$ cat src/rtl/cpu_datapath_pkg.sv
// ============================================================================
// Module      : cpu_datapath_pkg
// Description : Shared definitions for the CPU datapath and its ALU.
//               - Control-word bit indices (bit n of the CU control word = Cn)
//               - Flag bit positions inside the {ZF,CF,OF,SF} register
//               - ALU one-hot operation encoding and request gathering
// Revision    : 1.0 - initial release
// ============================================================================
`default_nettype none

package cpu_datapath_pkg;

    // ------------------------------------------------------------------
    // Control-word bit indices. The control unit uses the same table.
    // ------------------------------------------------------------------
    localparam int unsigned C_MBR_LD_MEM = 3;   // MBR <- mem_rdata
    localparam int unsigned C_IR_LD_MBR  = 4;   // IR  <- MBR
    localparam int unsigned C_MAR_LD_MBR = 5;   // MAR <- MBR[addr]
    localparam int unsigned C_PC_INC     = 6;   // PC  <- PC + 1
    localparam int unsigned C_BR_LD_MBR  = 7;   // BR  <- MBR
    localparam int unsigned C_ACC_CLR    = 8;   // ACC <- 0
    localparam int unsigned C_ACC_ADD    = 9;   // ACC <- ACC + BR
    localparam int unsigned C_MAR_LD_PC  = 10;  // MAR <- PC
    localparam int unsigned C_MEM_WR     = 11;  // Mem[MAR] <- MBR
    localparam int unsigned C_MBR_LD_ACC = 12;  // MBR <- ACC
    localparam int unsigned C_ACC_SUB    = 13;  // ACC <- ACC - BR
    localparam int unsigned C_PC_LD_MBR  = 14;  // PC  <- MBR[addr]
    localparam int unsigned C_ACC_MUL    = 15;  // ACC <- low half of ACC * BR
    localparam int unsigned C_ACC_DIV    = 16;  // ACC <- ACC / BR
    localparam int unsigned C_ACC_SHL    = 17;  // ACC <- ACC << BR
    localparam int unsigned C_ACC_SHR    = 18;  // ACC <- ACC >> BR
    localparam int unsigned C_ACC_AND    = 19;  // ACC <- ACC & BR
    localparam int unsigned C_ACC_OR     = 20;  // ACC <- ACC | BR
    localparam int unsigned C_ACC_NOT    = 21;  // ACC <- ~BR

    // Flag register bit positions
    localparam int unsigned FLAG_ZF = 3;
    localparam int unsigned FLAG_CF = 2;
    localparam int unsigned FLAG_OF = 1;
    localparam int unsigned FLAG_SF = 0;

    typedef struct packed {
        logic zf;
        logic cf;
        logic of;
        logic sf;
    } flags_t;

    // Bit positions of the ALU one-hot op vector. Ordering follows the
    // control-word index so that the lowest vector bit is the winning op.
    typedef enum int unsigned {
        OP_CLR = 0,
        OP_ADD = 1,
        OP_SUB = 2,
        OP_MUL = 3,
        OP_DIV = 4,
        OP_SHL = 5,
        OP_SHR = 6,
        OP_AND = 7,
        OP_OR  = 8,
        OP_NOT = 9
    } alu_op_e;

    localparam int unsigned NUM_ALU_OPS = 10;

    typedef logic [NUM_ALU_OPS-1:0] alu_onehot_t;

    // Collects every ACC-op request bit of the control word into a vector
    // ordered by ascending control index.
    function automatic alu_onehot_t acc_op_requests(input logic [31:0] ctrl);
        alu_onehot_t req;
        req[OP_CLR] = ctrl[C_ACC_CLR];
        req[OP_ADD] = ctrl[C_ACC_ADD];
        req[OP_SUB] = ctrl[C_ACC_SUB];
        req[OP_MUL] = ctrl[C_ACC_MUL];
        req[OP_DIV] = ctrl[C_ACC_DIV];
        req[OP_SHL] = ctrl[C_ACC_SHL];
        req[OP_SHR] = ctrl[C_ACC_SHR];
        req[OP_AND] = ctrl[C_ACC_AND];
        req[OP_OR]  = ctrl[C_ACC_OR];
        req[OP_NOT] = ctrl[C_ACC_NOT];
        return req;
    endfunction

endpackage

`default_nettype wire

$ cat src/rtl/cpu_datapath_alu.sv
// ============================================================================
// Module      : cpu_alu
// Description : Combinational ALU for the CPU datapath.
//               Ports:
//                 acc    in  DATA_W  accumulator operand
//                 br     in  DATA_W  buffer-register operand
//                 op     in  10      one-hot operation select
//                 result out DATA_W  new accumulator value
//                 flags  out 4       {ZF,CF,OF,SF} for the new value
//               With no op bit set the outputs are don't-care; the datapath
//               only samples them on ACC-op cycles.
// Revision    : 1.0 - initial release
// ============================================================================
`default_nettype none

module cpu_alu
    import cpu_datapath_pkg::*;
#(
    parameter int unsigned DATA_W = 16
) (
    input  logic [DATA_W-1:0] acc,
    input  logic [DATA_W-1:0] br,
    input  alu_onehot_t       op,
    output logic [DATA_W-1:0] result,
    output logic [3:0]        flags
);

    localparam int unsigned SH_W = $clog2(DATA_W);
    localparam int unsigned MSB  = DATA_W - 1;

    logic [DATA_W:0]     w_sum;
    logic [DATA_W:0]     w_diff;
    logic [2*DATA_W-1:0] w_prod;
    logic [DATA_W-1:0]   w_divisor;
    logic [DATA_W-1:0]   w_quot;
    logic [SH_W-1:0]     w_shamt;
    logic                w_sh_big;
    logic [DATA_W:0]     w_shl;
    logic [DATA_W:0]     w_shr;
    logic                w_add_of;
    logic                w_sub_of;
    logic                w_cf;
    logic                w_of;
    flags_t              w_flags;

    assign w_sum  = {1'b0, acc} + {1'b0, br};
    // Top bit of the widened difference is the borrow (acc < br).
    assign w_diff = {1'b0, acc} - {1'b0, br};
    assign w_prod = acc * br;

    // Divide-by-zero is handled explicitly below; the substitute divisor
    // only keeps the divider from producing X.
    assign w_divisor = (br == '0) ? {{(DATA_W-1){1'b0}}, 1'b1} : br;
    assign w_quot    = acc / w_divisor;

    // Shifting through one extra bit leaves the last bit shifted out in
    // the extra position; a zero shift leaves that bit 0.
    assign w_shamt  = br[SH_W-1:0];
    assign w_sh_big = |br[DATA_W-1:SH_W];
    assign w_shl    = {1'b0, acc} << w_shamt;
    assign w_shr    = {acc, 1'b0} >> w_shamt;

    assign w_add_of = (acc[MSB] == br[MSB]) && (w_sum[MSB]  != acc[MSB]);
    assign w_sub_of = (acc[MSB] != br[MSB]) && (w_diff[MSB] != acc[MSB]);

    always_comb begin
        result = '0;
        w_cf   = 1'b0;
        w_of   = 1'b0;
        case (1'b1)
            op[OP_CLR]: result = '0;
            op[OP_ADD]: begin
                result = w_sum[DATA_W-1:0];
                w_cf   = w_sum[DATA_W];
                w_of   = w_add_of;
            end
            op[OP_SUB]: begin
                result = w_diff[DATA_W-1:0];
                w_cf   = w_diff[DATA_W];
                w_of   = w_sub_of;
            end
            op[OP_MUL]: begin
                result = w_prod[DATA_W-1:0];
                w_cf   = |w_prod[2*DATA_W-1:DATA_W];
                w_of   = |w_prod[2*DATA_W-1:DATA_W];
            end
            op[OP_DIV]: begin
                if (br == '0) begin
                    result = '1;
                    w_of   = 1'b1;
                end else begin
                    result = w_quot;
                end
            end
            op[OP_SHL]: begin
                if (!w_sh_big) begin
                    result = w_shl[DATA_W-1:0];
                    w_cf   = w_shl[DATA_W];
                end
            end
            op[OP_SHR]: begin
                if (!w_sh_big) begin
                    result = w_shr[DATA_W:1];
                    w_cf   = w_shr[0];
                end
            end
            op[OP_AND]: result = acc & br;
            op[OP_OR]:  result = acc | br;
            op[OP_NOT]: result = ~br;
            default:    result = '0;
        endcase
    end

    assign w_flags.zf = (result == '0);
    assign w_flags.cf = w_cf;
    assign w_flags.of = w_of;
    assign w_flags.sf = result[MSB];
    assign flags      = w_flags;

endmodule

`default_nettype wire

$ cat src/rtl/cpu_datapath.sv
// ============================================================================
// Module      : cpu_datapath
// Description : Register-transfer datapath driven by the microprogrammed
//               control unit's 32-bit control word (bit n = Cn).
//               Ports:
//                 clk           in  1       rising-edge clock
//                 rst_n         in  1       asynchronous active-low reset
//                 ctrl          in  32      control word; bits 0..2, 22..31 unused
//                 mem_rdata     in  DATA_W  combinational read of Mem[mem_addr]
//                 mem_addr      out ADDR_W  MAR
//                 mem_wdata     out DATA_W  MBR
//                 mem_we        out 1       write strobe (C11)
//                 ir_out        out DATA_W  IR; [15:8] is the opcode
//                 alu_flags     out 4       {ZF,CF,OF,SF}
//                 acc_out       out DATA_W  ACC
//                 pc_out        out ADDR_W  PC
//                 ctrl_conflict out 1       one cycle after >1 ACC-op bit was set
// Revision    : 1.0 - initial release
// ============================================================================
`default_nettype none

module cpu_datapath
    import cpu_datapath_pkg::*;
#(
    parameter int unsigned DATA_W = 16,
    parameter int unsigned ADDR_W = 8
) (
    input  logic              clk,
    input  logic              rst_n,
    input  logic [31:0]       ctrl,
    input  logic [DATA_W-1:0] mem_rdata,
    output logic [ADDR_W-1:0] mem_addr,
    output logic [DATA_W-1:0] mem_wdata,
    output logic              mem_we,
    output logic [DATA_W-1:0] ir_out,
    output logic [3:0]        alu_flags,
    output logic [DATA_W-1:0] acc_out,
    output logic [ADDR_W-1:0] pc_out,
    output logic              ctrl_conflict
);

    logic [ADDR_W-1:0] r_pc;
    logic [ADDR_W-1:0] r_mar;
    logic [DATA_W-1:0] r_mbr;
    logic [DATA_W-1:0] r_ir;
    logic [DATA_W-1:0] r_br;
    logic [DATA_W-1:0] r_acc;
    logic [3:0]        r_flags;
    logic              r_conflict;

    alu_onehot_t       w_acc_req;
    alu_onehot_t       w_alu_op;
    logic              w_acc_we;
    logic              w_multi_req;
    logic [DATA_W-1:0] w_alu_result;
    logic [3:0]        w_alu_flags;
    logic              w_unused_ctrl;

    assign w_unused_ctrl = ^{ctrl[31:22], ctrl[2:0]};

    // Lowest set request bit wins: x & -x isolates it. More than one
    // request leaves bits behind after clearing the lowest (x & (x-1)).
    assign w_acc_req   = acc_op_requests(ctrl);
    assign w_alu_op    = w_acc_req & (~w_acc_req + 1'b1);
    assign w_acc_we    = |w_acc_req;
    assign w_multi_req = |(w_acc_req & (w_acc_req - 1'b1));

    cpu_alu #(
        .DATA_W (DATA_W)
    ) u_alu (
        .acc    (r_acc),
        .br     (r_br),
        .op     (w_alu_op),
        .result (w_alu_result),
        .flags  (w_alu_flags)
    );

    always_ff @(posedge clk or negedge rst_n) begin
        if (!rst_n) begin
            r_pc       <= '0;
            r_mar      <= '0;
            r_mbr      <= '0;
            r_ir       <= '0;
            r_br       <= '0;
            r_acc      <= '0;
            r_flags    <= '0;
            r_conflict <= 1'b0;
        end else begin
            if (ctrl[C_MBR_LD_MEM]) begin
                r_mbr <= mem_rdata;
            end else if (ctrl[C_MBR_LD_ACC]) begin
                r_mbr <= r_acc;
            end

            if (ctrl[C_IR_LD_MBR]) begin
                r_ir <= r_mbr;
            end

            if (ctrl[C_BR_LD_MBR]) begin
                r_br <= r_mbr;
            end

            if (ctrl[C_MAR_LD_MBR]) begin
                r_mar <= r_mbr[ADDR_W-1:0];
            end else if (ctrl[C_MAR_LD_PC]) begin
                r_mar <= r_pc;
            end

            if (ctrl[C_PC_LD_MBR]) begin
                r_pc <= r_mbr[ADDR_W-1:0];
            end else if (ctrl[C_PC_INC]) begin
                r_pc <= r_pc + 1'b1;
            end

            if (w_acc_we) begin
                r_acc   <= w_alu_result;
                r_flags <= w_alu_flags;
            end

            r_conflict <= w_multi_req;
        end
    end

    // Gated by rst_n so a write in flight is dropped the moment reset hits.
    assign mem_we        = ctrl[C_MEM_WR] & rst_n;
    assign mem_addr      = r_mar;
    assign mem_wdata     = r_mbr;
    assign ir_out        = r_ir;
    assign alu_flags     = r_flags;
    assign acc_out       = r_acc;
    assign pc_out        = r_pc;
    assign ctrl_conflict = r_conflict;

endmodule

`default_nettype wire

$ cat config.mk
export PLATFORM = sky130hd
export DESIGN_NAME = cpu_datapath
export DESIGN_NICKNAME = d
export VERILOG_FILES = /design/src/rtl/cpu_datapath_pkg.sv /design/src/rtl/cpu_datapath_alu.sv /design/src/rtl/cpu_datapath.sv
export SDC_FILE = /design/constraint.sdc
export NUM_CORES = 1
export LEC_CHECK = 0
export BUFFER_PORTS_ARGS = -buffer_cell sky130_fd_sc_hd__buf_2
export CAP_MARGIN = 20
export CORE_MARGIN = 1
export CORE_UTILIZATION = 36
export DETAILED_ROUTE_END_ITERATION = 10
export HOLD_SLACK_MARGIN = 0.02
export MAX_ROUTING_LAYER = met4
export SYNTH_ARGS = -nofsm -noshare
export SYNTH_HDL_FRONTEND = slang
export SYNTH_SLANG_ARGS = --single-unit
$ cat constraint.sdc
create_clock -name clk -period 35.1 [get_ports clk]
set_clock_uncertainty 0.1 [all_clocks]
set_input_delay 3.51 -clock clk [delete_from_list [all_inputs] [get_ports clk]]
set_output_delay 3.51 -clock clk [all_outputs]
set_load 0.005 [all_outputs]
==> key figures, run 1 <==
Status
  – Status: completed

Timing
  – Slew Limit Headroom: approximately 28%
  – Achievable Freq: between 30 and 40 MHz
  – Worst-margin pin slew: 1050 ps
  – Hold Vio Cnt, Final: 0
  – # setup viols final: 0
  – Final min period: ~33000 ps
  – Setup TNS: 0 ps
  – Final Cycle Share: 94.4%
  – RSZ-0062 raised after global routing: false
  – Max Transition Viols Final: 0
  – Final WS setup: 1970 ps

Hold path
  – HP Start: ir_out[9]
  – Hold path cells: 1
  – Worst Hold Class: reg -> reg
  – Hold Crit Endpoint: ir_out[9]

Logic synthesis
  – Post-synthesis cell count: roughly 3.0k
  – FFs w/ async S/R, synth: 100%
  – Yosys top cell area share: around 17%
  – Synthesized flop and latch total: 84
  – EDFF count, synth: 0
  – Synth warn: 0
  – Mapped Area: 23400 um^2
  – Main flop type after synthesis: dfrtp_1
  – Synth area leaders: fa_1 (17%), ha_1 (15%), dfrtp_1 (9.0%)
  – Synth Area per Inst: around 7.9 um^2
  – Post-synth top area cell: fa_1
  – Library cells used by synthesis: between 100 and 150
  – Post-Syn Nets: between 3k and 4k
  – Register area share after synthesis: 8.99%

Layout
  – Share of post-route cells with drive strength above 1: 11.2%
  – Nets: 3532
  – Layout area overhead: 7.79%
  – Fillcell total: between 6k and 7k
  – Fin area: 25200 um^2
  – Area of the multi-input gates: around 19000 um^2
  – Sequential Area: approximately 2100 um^2

Routing
  – Antenna-violating nets left: 0
  – Count of TritonRoute iterations in the first routing pass: 5
  – DRC: 0
  – Vias/cell: a little under 6
  – Wirelength, routed: just under 90000 um
  – DR iter-0 viols: between 2k and 2.5k
  – Vias: approximately 23k
  – Per-cell routed wire length: about 23 um

Setup path
  – R2r startpoint: r_br[5]
  – Required time of the critical path: 35310 ps
  – R2R setup slack: 1970 ps
  – CP peak stage delay: 870 ps
  – Setup crit end kind: register
  – Cells on worst reg2reg path: about 140
  – Critical Path AT: 33330 ps
  – Kind of critical path: reg -> reg
  – R2r endpoint: alu_flags[3]
  – Slowest CP cell: nor4_2
  – Cell mode on critical path: ha_1
  – Crit-path max FO: 16
  – Setup crit start kind: register

Clock tree
  – Clk slew on worst S/H paths: 80 ps
  – CTS tree: yes
  – Root Buffer: clkbuf_16
  – H-tree lvl count: 3
  – CTS sink cnt: 84
  – Worst-Skew Late Latency: around 380 ps
  – Cts hold-fix bufs: 0
  – Clock Path Buffers: 2
  – TritonCTS buffer count: 9

Global routing
  – Grt ovf: 0
  – Largest net degree at the start of global routing: 48
  – Tot GR Track Use: 27.3%
  – First-pass GRT wire length: between 100000 and 150000 um
  – Initial antenna violation count: 3
  – Vias in the first global route: around 22k

Die
  – Core ar.: roughly 64000 um^2
  – Cell row count: 93
  – Io pins: 120
  – Vert. Die Dim: around 260 um
  – Die Area: roughly 66000 um^2
  – Die span in x: 257 um
  – Initial core utilization: between 30% and 40%

Placement
  – Dpl cell area: around 25000 um^2
  – GP Congestion: between 1 and 1.5
  – HPWL after detailed placement: 67300 um
  – Port bufs: around 110
  – Worst slack, placed: around 2500 ps

Run
  – MaxCap Viol Count: 0
[flip-flops by register name, summed over array words and instances (netlist names)]
| signal | count |
|---|---|
| pc_out | 8 |
| acc_out | 15 |
| mem_addr | 8 |
| r_br | 16 |
| ir_out | 16 |
| mem_wdata | 16 |
| alu_flags | 4 |
| ctrl_conflict | 1 |
[routing by layer]
layer	vias up	share of wire, %	track usage [%]
met5	-	0	-
met4	0	4.4	11.2
met1	11202	42	35.3
met2	978	45	42.6
li1	10432	-	-
met3	199	8.2	4.07
[Yosys cell counts (10+ instances only)]
library cell  count
a211oi_1         40
a21o_1           57
a21oi_1         168
a22oi_1          12
a31oi_1          27
and2_1           17
and3_1           11
buf_1            29
buf_2            17
clkbuf_1        100
dfrtp_1          84
fa_1            196
ha_1            276
inv_1           341
mux2_2           47
mux2i_1          50
mux4_2           15
nand2_1         257
nand2b_1         29
nand3_1          41
nand4_1          23
nor2_1          379
nor2b_1          25
nor3_1           47
nor4_1           17
o211a_1          10
o211ai_1         23
o21a_1           23
o21ai_0         161
o21bai_1         14
o221ai_1         10
o22ai_1          12
o31ai_1          17
or2_2            12
or3_1            26
xnor2_1          83
xor2_1           42
[worst max-delay path, delay by kind of cell, from the launching register on]
| kind | cells | cell delay, ps |
|---|---|---|
| muxes | 1 | 350 |
| and+or+nand+nor | 38 | 9220 |
| DFF | 1 | 370 |
| adders and majority gates | 15 | 4890 |
| buffers and inverters | 12 | 1760 |
| AOI/OAI and AO/OA | 68 | 16210 |
| xor gates and xnor gates | 1 | 110 |
[how the worst max path moves through the flow]
stage | start | end | slack (ps) | depth (start not counted)
2_1_floorplan | r_br[1] | alu_flags[3] | 7820 | 137
3_3_place_gp | r_br[14] | alu_flags[3] | 2690 | 134
3_5_place_dp | r_br[14] | alu_flags[3] | 2530 | 134
4_1_cts | r_br[13] | alu_flags[3] | 2390 | 134
5_1_grt | r_br[5] | alu_flags[3] | 10 | 135
6_report | r_br[5] | alu_flags[3] | 1970 | 135
[stage by stage]
| step | hold WS, ps | util [%] | std cells |
|---|---|---|---|
| after global routing | 424 | 39.2 | 3873 |
| after floorplan | 389 | - | 2979 |
| after CTS | 408 | 39.2 | 3870 |
| final | 405 | 39.2 | 3874 |
| after detailed placement | 390 | 38.7 | 3854 |
| after global placement | 384 | 38.7 | 3854 |
[layout by cell type (no fill, tap or decap), types with 14 or more instances in the layout]
cell	count
a211oi_1	40
nand4_1	23
a21oi_1	168
o211ai_1	23
nor2_1	379
nand2b_1	29
o21bai_1	14
mux4_2	15
ha_1	276
xnor2_1	83
a21o_1	57
o21ai_0	161
nor2b_1	25
o31ai_1	16
o21a_1	23
a31oi_1	27
nor4_1	17
fa_1	196
nand2_1	257
inv_1	341
mux2i_1	50
dfrtp_1	82
nand3_1	41
or3_1	26
buf_4	69
and2_1	16
buf_2	105
mux2_2	47
xor2_1	42
nor3_1	47
[what timing repair did]
| action | 4_1_cts | 5_1_grt |
|---|---|---|
| buffers inserted | 0 | 0 |
| setup endpoints to repair | 0 | 1 |
| gates resized for setup | 0 | 2 |
[kinds of logic after synthesis]
| group | after synthesis | share of synthesized area (%) |
|---|---|---|
| XOR/XNOR | 125 | 4.68 |
| adder cells (fa/ha/maj) | 472 | 31.5 |
| AND/OR/NAND/NOR | 944 | 18.9 |
| buffers and inverters | 507 | 8.39 |
| flip-flops | 84 | 8.99 |
| AO/OA/AOI/OAI | 734 | 21.6 |
| multiplexers | 113 | 5.90 |
[layout make-up]
cell class                      instances  share of cell area, %
Clock buffer                            9                  0.893
Inverter                              353                   5.26
Timing Repair Buffer                  174                   4.14
Clock inverter                          7                  0.313
Multi-Input combinational cell       2388                   76.8
Antenna cell                            4                 0.0397
Tap cell                              855                   4.24
Sequential cell                        84                   8.35
Power of run 1 is left out: the tool's default activity adds up to more than one toggle a clock period on the data nets, which glitch-free logic cannot reach.
==> run 2, diff against run 1 <==
- clock period: 35.1 -> 28 ns (I/O delays scaled with it)
==> run 2 against run 1 <==
- wire length rose by 8.4%
- first-iteration DRC count down 0.24%
- sequential cell count unchanged
- maximum frequency rose by 22%
- utilization increased by 6.6 points
- critical path depth up 5
- register-to-register slack worse by 1000 ps
- global-route usage is 1.7 points higher
- non-clock buffer count rose by 438
- sequential share of layout area fell by 1.2 points
- critical endpoint unchanged
- highest routed layer unchanged
- final cell count up 11%
==> key figures, run 2 (synthesis gave the netlist of run 1 again) <==
Status
  – Status: completed (unchanged)

Setup path
  – Crit-path max FO: 8 (was 16)
  – Slowest CP cell: a311oi_4 (was nor4_2)
  – Critical Path AT: 27250 ps (was 33330 ps)
  – CP peak stage delay: 520 ps (was 870 ps)
  – Setup crit start kind: register (unchanged)
  – Setup crit end kind: register (unchanged)
  – Cell mode on critical path: a21o_1 (was ha_1)
  – Kind of critical path: reg -> reg (unchanged)
  – Required time of the critical path: 28200 ps (was 35310 ps)

Layout
  – Sequential Area: 2110 um^2 (was 2100 um^2)
  – Nets: 3970 (was 3532)
  – Layout area overhead: 25.9% (was 7.79%)
  – Fillcell total: 6507 (was 6715)
  – Most common cell after layout, fill and taps aside: buf_4 (was nor2_1)
  – Area of the multi-input gates: 20200 um^2 (was 19400 um^2)
  – Share of post-route cells with drive strength above 1: 25.8% (was 11.2%)
  – Finished Layout Cells: 4314 (was 3874)
  – Commonest non-fill, non-tap cells in the layout: buf_4 (497), nor2_1 (368), inv_1 (340) (was nor2_1 (379), inv_1 (341), ha_1 (276))
  – Fin area: 29500 um^2 (was 25200 um^2)

Global routing
  – Vias in the first global route: 23.7k (was 22.1k)
  – Initial antenna violation count: 4 (was 3)
  – Tot GR Track Use: 29.0% (was 27.3%)
  – First-pass GRT wire length: 143000 um (was 135000 um)
  – Grt ovf: 0 (unchanged)
  – Largest net degree at the start of global routing: 73 (was 48)

Routing
  – Wirelength, routed: 95200 um (was 87800 um)
  – Vias: 24.5k (was 22.8k)
  – Per-cell routed wire length: 22.1 um (was 22.7 um)
  – Antenna-violating nets left: 0 (unchanged)
  – Vias/cell: 5.67 (was 5.89)
  – DR iter-0 viols: 2072 (was 2077)
  – Count of TritonRoute iterations in the first routing pass: 7 (was 5)
  – DRC: 0 (unchanged)

Clock tree
  – Root Buffer: clkbuf_16 (unchanged)
  – CTS tree: yes (unchanged)
  – H-tree lvl count: 3 (unchanged)
  – Worst-Skew Late Latency: 370 ps (was 380 ps)
  – CTS sink cnt: 84 (unchanged)
  – Clk slew on worst S/H paths: 80 ps (about the same)
  – TritonCTS buffer count: 9 (unchanged)
  – Clock Path Buffers: 2 (unchanged)

Placement
  – HPWL after detailed placement: 73400 um (was 67300 um)
  – Port bufs: 106 (unchanged)
  – GP Congestion: 1.04 (about the same)
  – Post-Place Cells: 4246 (was 3854)
  – Dpl cell area: 27900 um^2 (was 24900 um^2)

Die
  – Die span in x: 257 um (unchanged)
  – Core ar.: 64300 um^2 (unchanged)
  – Initial core utilization: 36.3% (unchanged)
  – Vert. Die Dim: 257 um (unchanged)
  – Die Area: 66000 um^2 (unchanged)
  – Cell row count: 93 (unchanged)
  – Io pins: 120 (unchanged)

Timing
  – Final min period: 27050 ps (was 33130 ps)
  – Slew Limit Headroom: 31.2% (was 28.4%)
  – Hold Vio Cnt, Final: 0 (unchanged)
  – Final Cycle Share: 96.6% (was 94.4%)
  – # setup viols final: 0 (unchanged)
  – Worst-margin pin slew: 1030 ps (was 1050 ps)
  – Max Transition Viols Final: 0 (unchanged)
  – Setup TNS: 0 ps (unchanged)
  – Achievable Freq: 37.0 MHz (was 30.2 MHz)

Hold path
  – Worst Hold Class: reg -> reg (unchanged)

Run
  – MaxCap Viol Count: 0 (unchanged)
run 2: area by class of cell:
| cell class | instances | area share (%) |
|---|---|---|
| multi-input cells | 2388 | 68.7 |
| repair buffers | 612 | 14.9 |
| flip-flops and latches | 84 | 7.16 |
| inverters | 353 | 4.51 |
| well taps | 855 | 3.63 |
| clock buffers | 9 | 0.765 |
| clock inverters | 7 | 0.259 |
| diodes | 6 | 0.0510 |
run 2: final timing paths:
path                       startpoint      endpoint  slack, ps  depth (start not counted)
max                           r_br[8]  alu_flags[3]        950                        140
min                         ir_out[5]     ir_out[5]        400                          1
max reg2reg                   r_br[8]  alu_flags[3]        950                        140
min reg2reg                 ir_out[5]     ir_out[5]        400                          1
max in group asynchronous       rst_n       r_br[1]      24350                          2
min in group asynchronous       rst_n    acc_out[8]       2190                          1
run 2: critical path, delay by kind of cell (launching register included):
family / cells / cell delay (ps)
compound gates: 60 / 12230
xor+xnor: 2 / 410
fa+ha+maj: 15 / 3840
buf+inv: 20 / 2920
flops: 1 / 440
mux: 2 / 650
simple gates: 41 / 6330
run 2: per-layer routing:
metal | global-route usage, % | wire (um) | share of wire [%]
met5 | - | 0 | 0
met4 | 12.1 | 4750 | 5.0
met3 | 3.89 | 7090 | 7.4
met2 | 46.2 | 43900 | 46
met1 | 36.8 | 39400 | 41
run 2: metrics by stage:
| step | setup WS, ps | utilization, % | hold slack [ps] |
|---|---|---|---|
| finish | 946 | 45.8 | 405 |
| detailed placement | -122 | 43.3 | 390 |
| floorplan | 716 | - | 389 |
| global placement | 55.8 | 43.3 | 384 |
| CTS | 17.4 | 43.8 | 406 |
| global route | -316 | 45.8 | 420 |
run 2: repair_timing:
| item | 4_1_cts | 5_1_grt |
|---|---|---|
| setup buffers | 3 | 43 |
| pin swaps | 3 | 97 |
| hold buffers | 0 | 0 |
| resized for setup | 3 | 178 |
| endpoints found under the setup margin | 1 | 2 |
Power of run 2 is left out for the same reason.
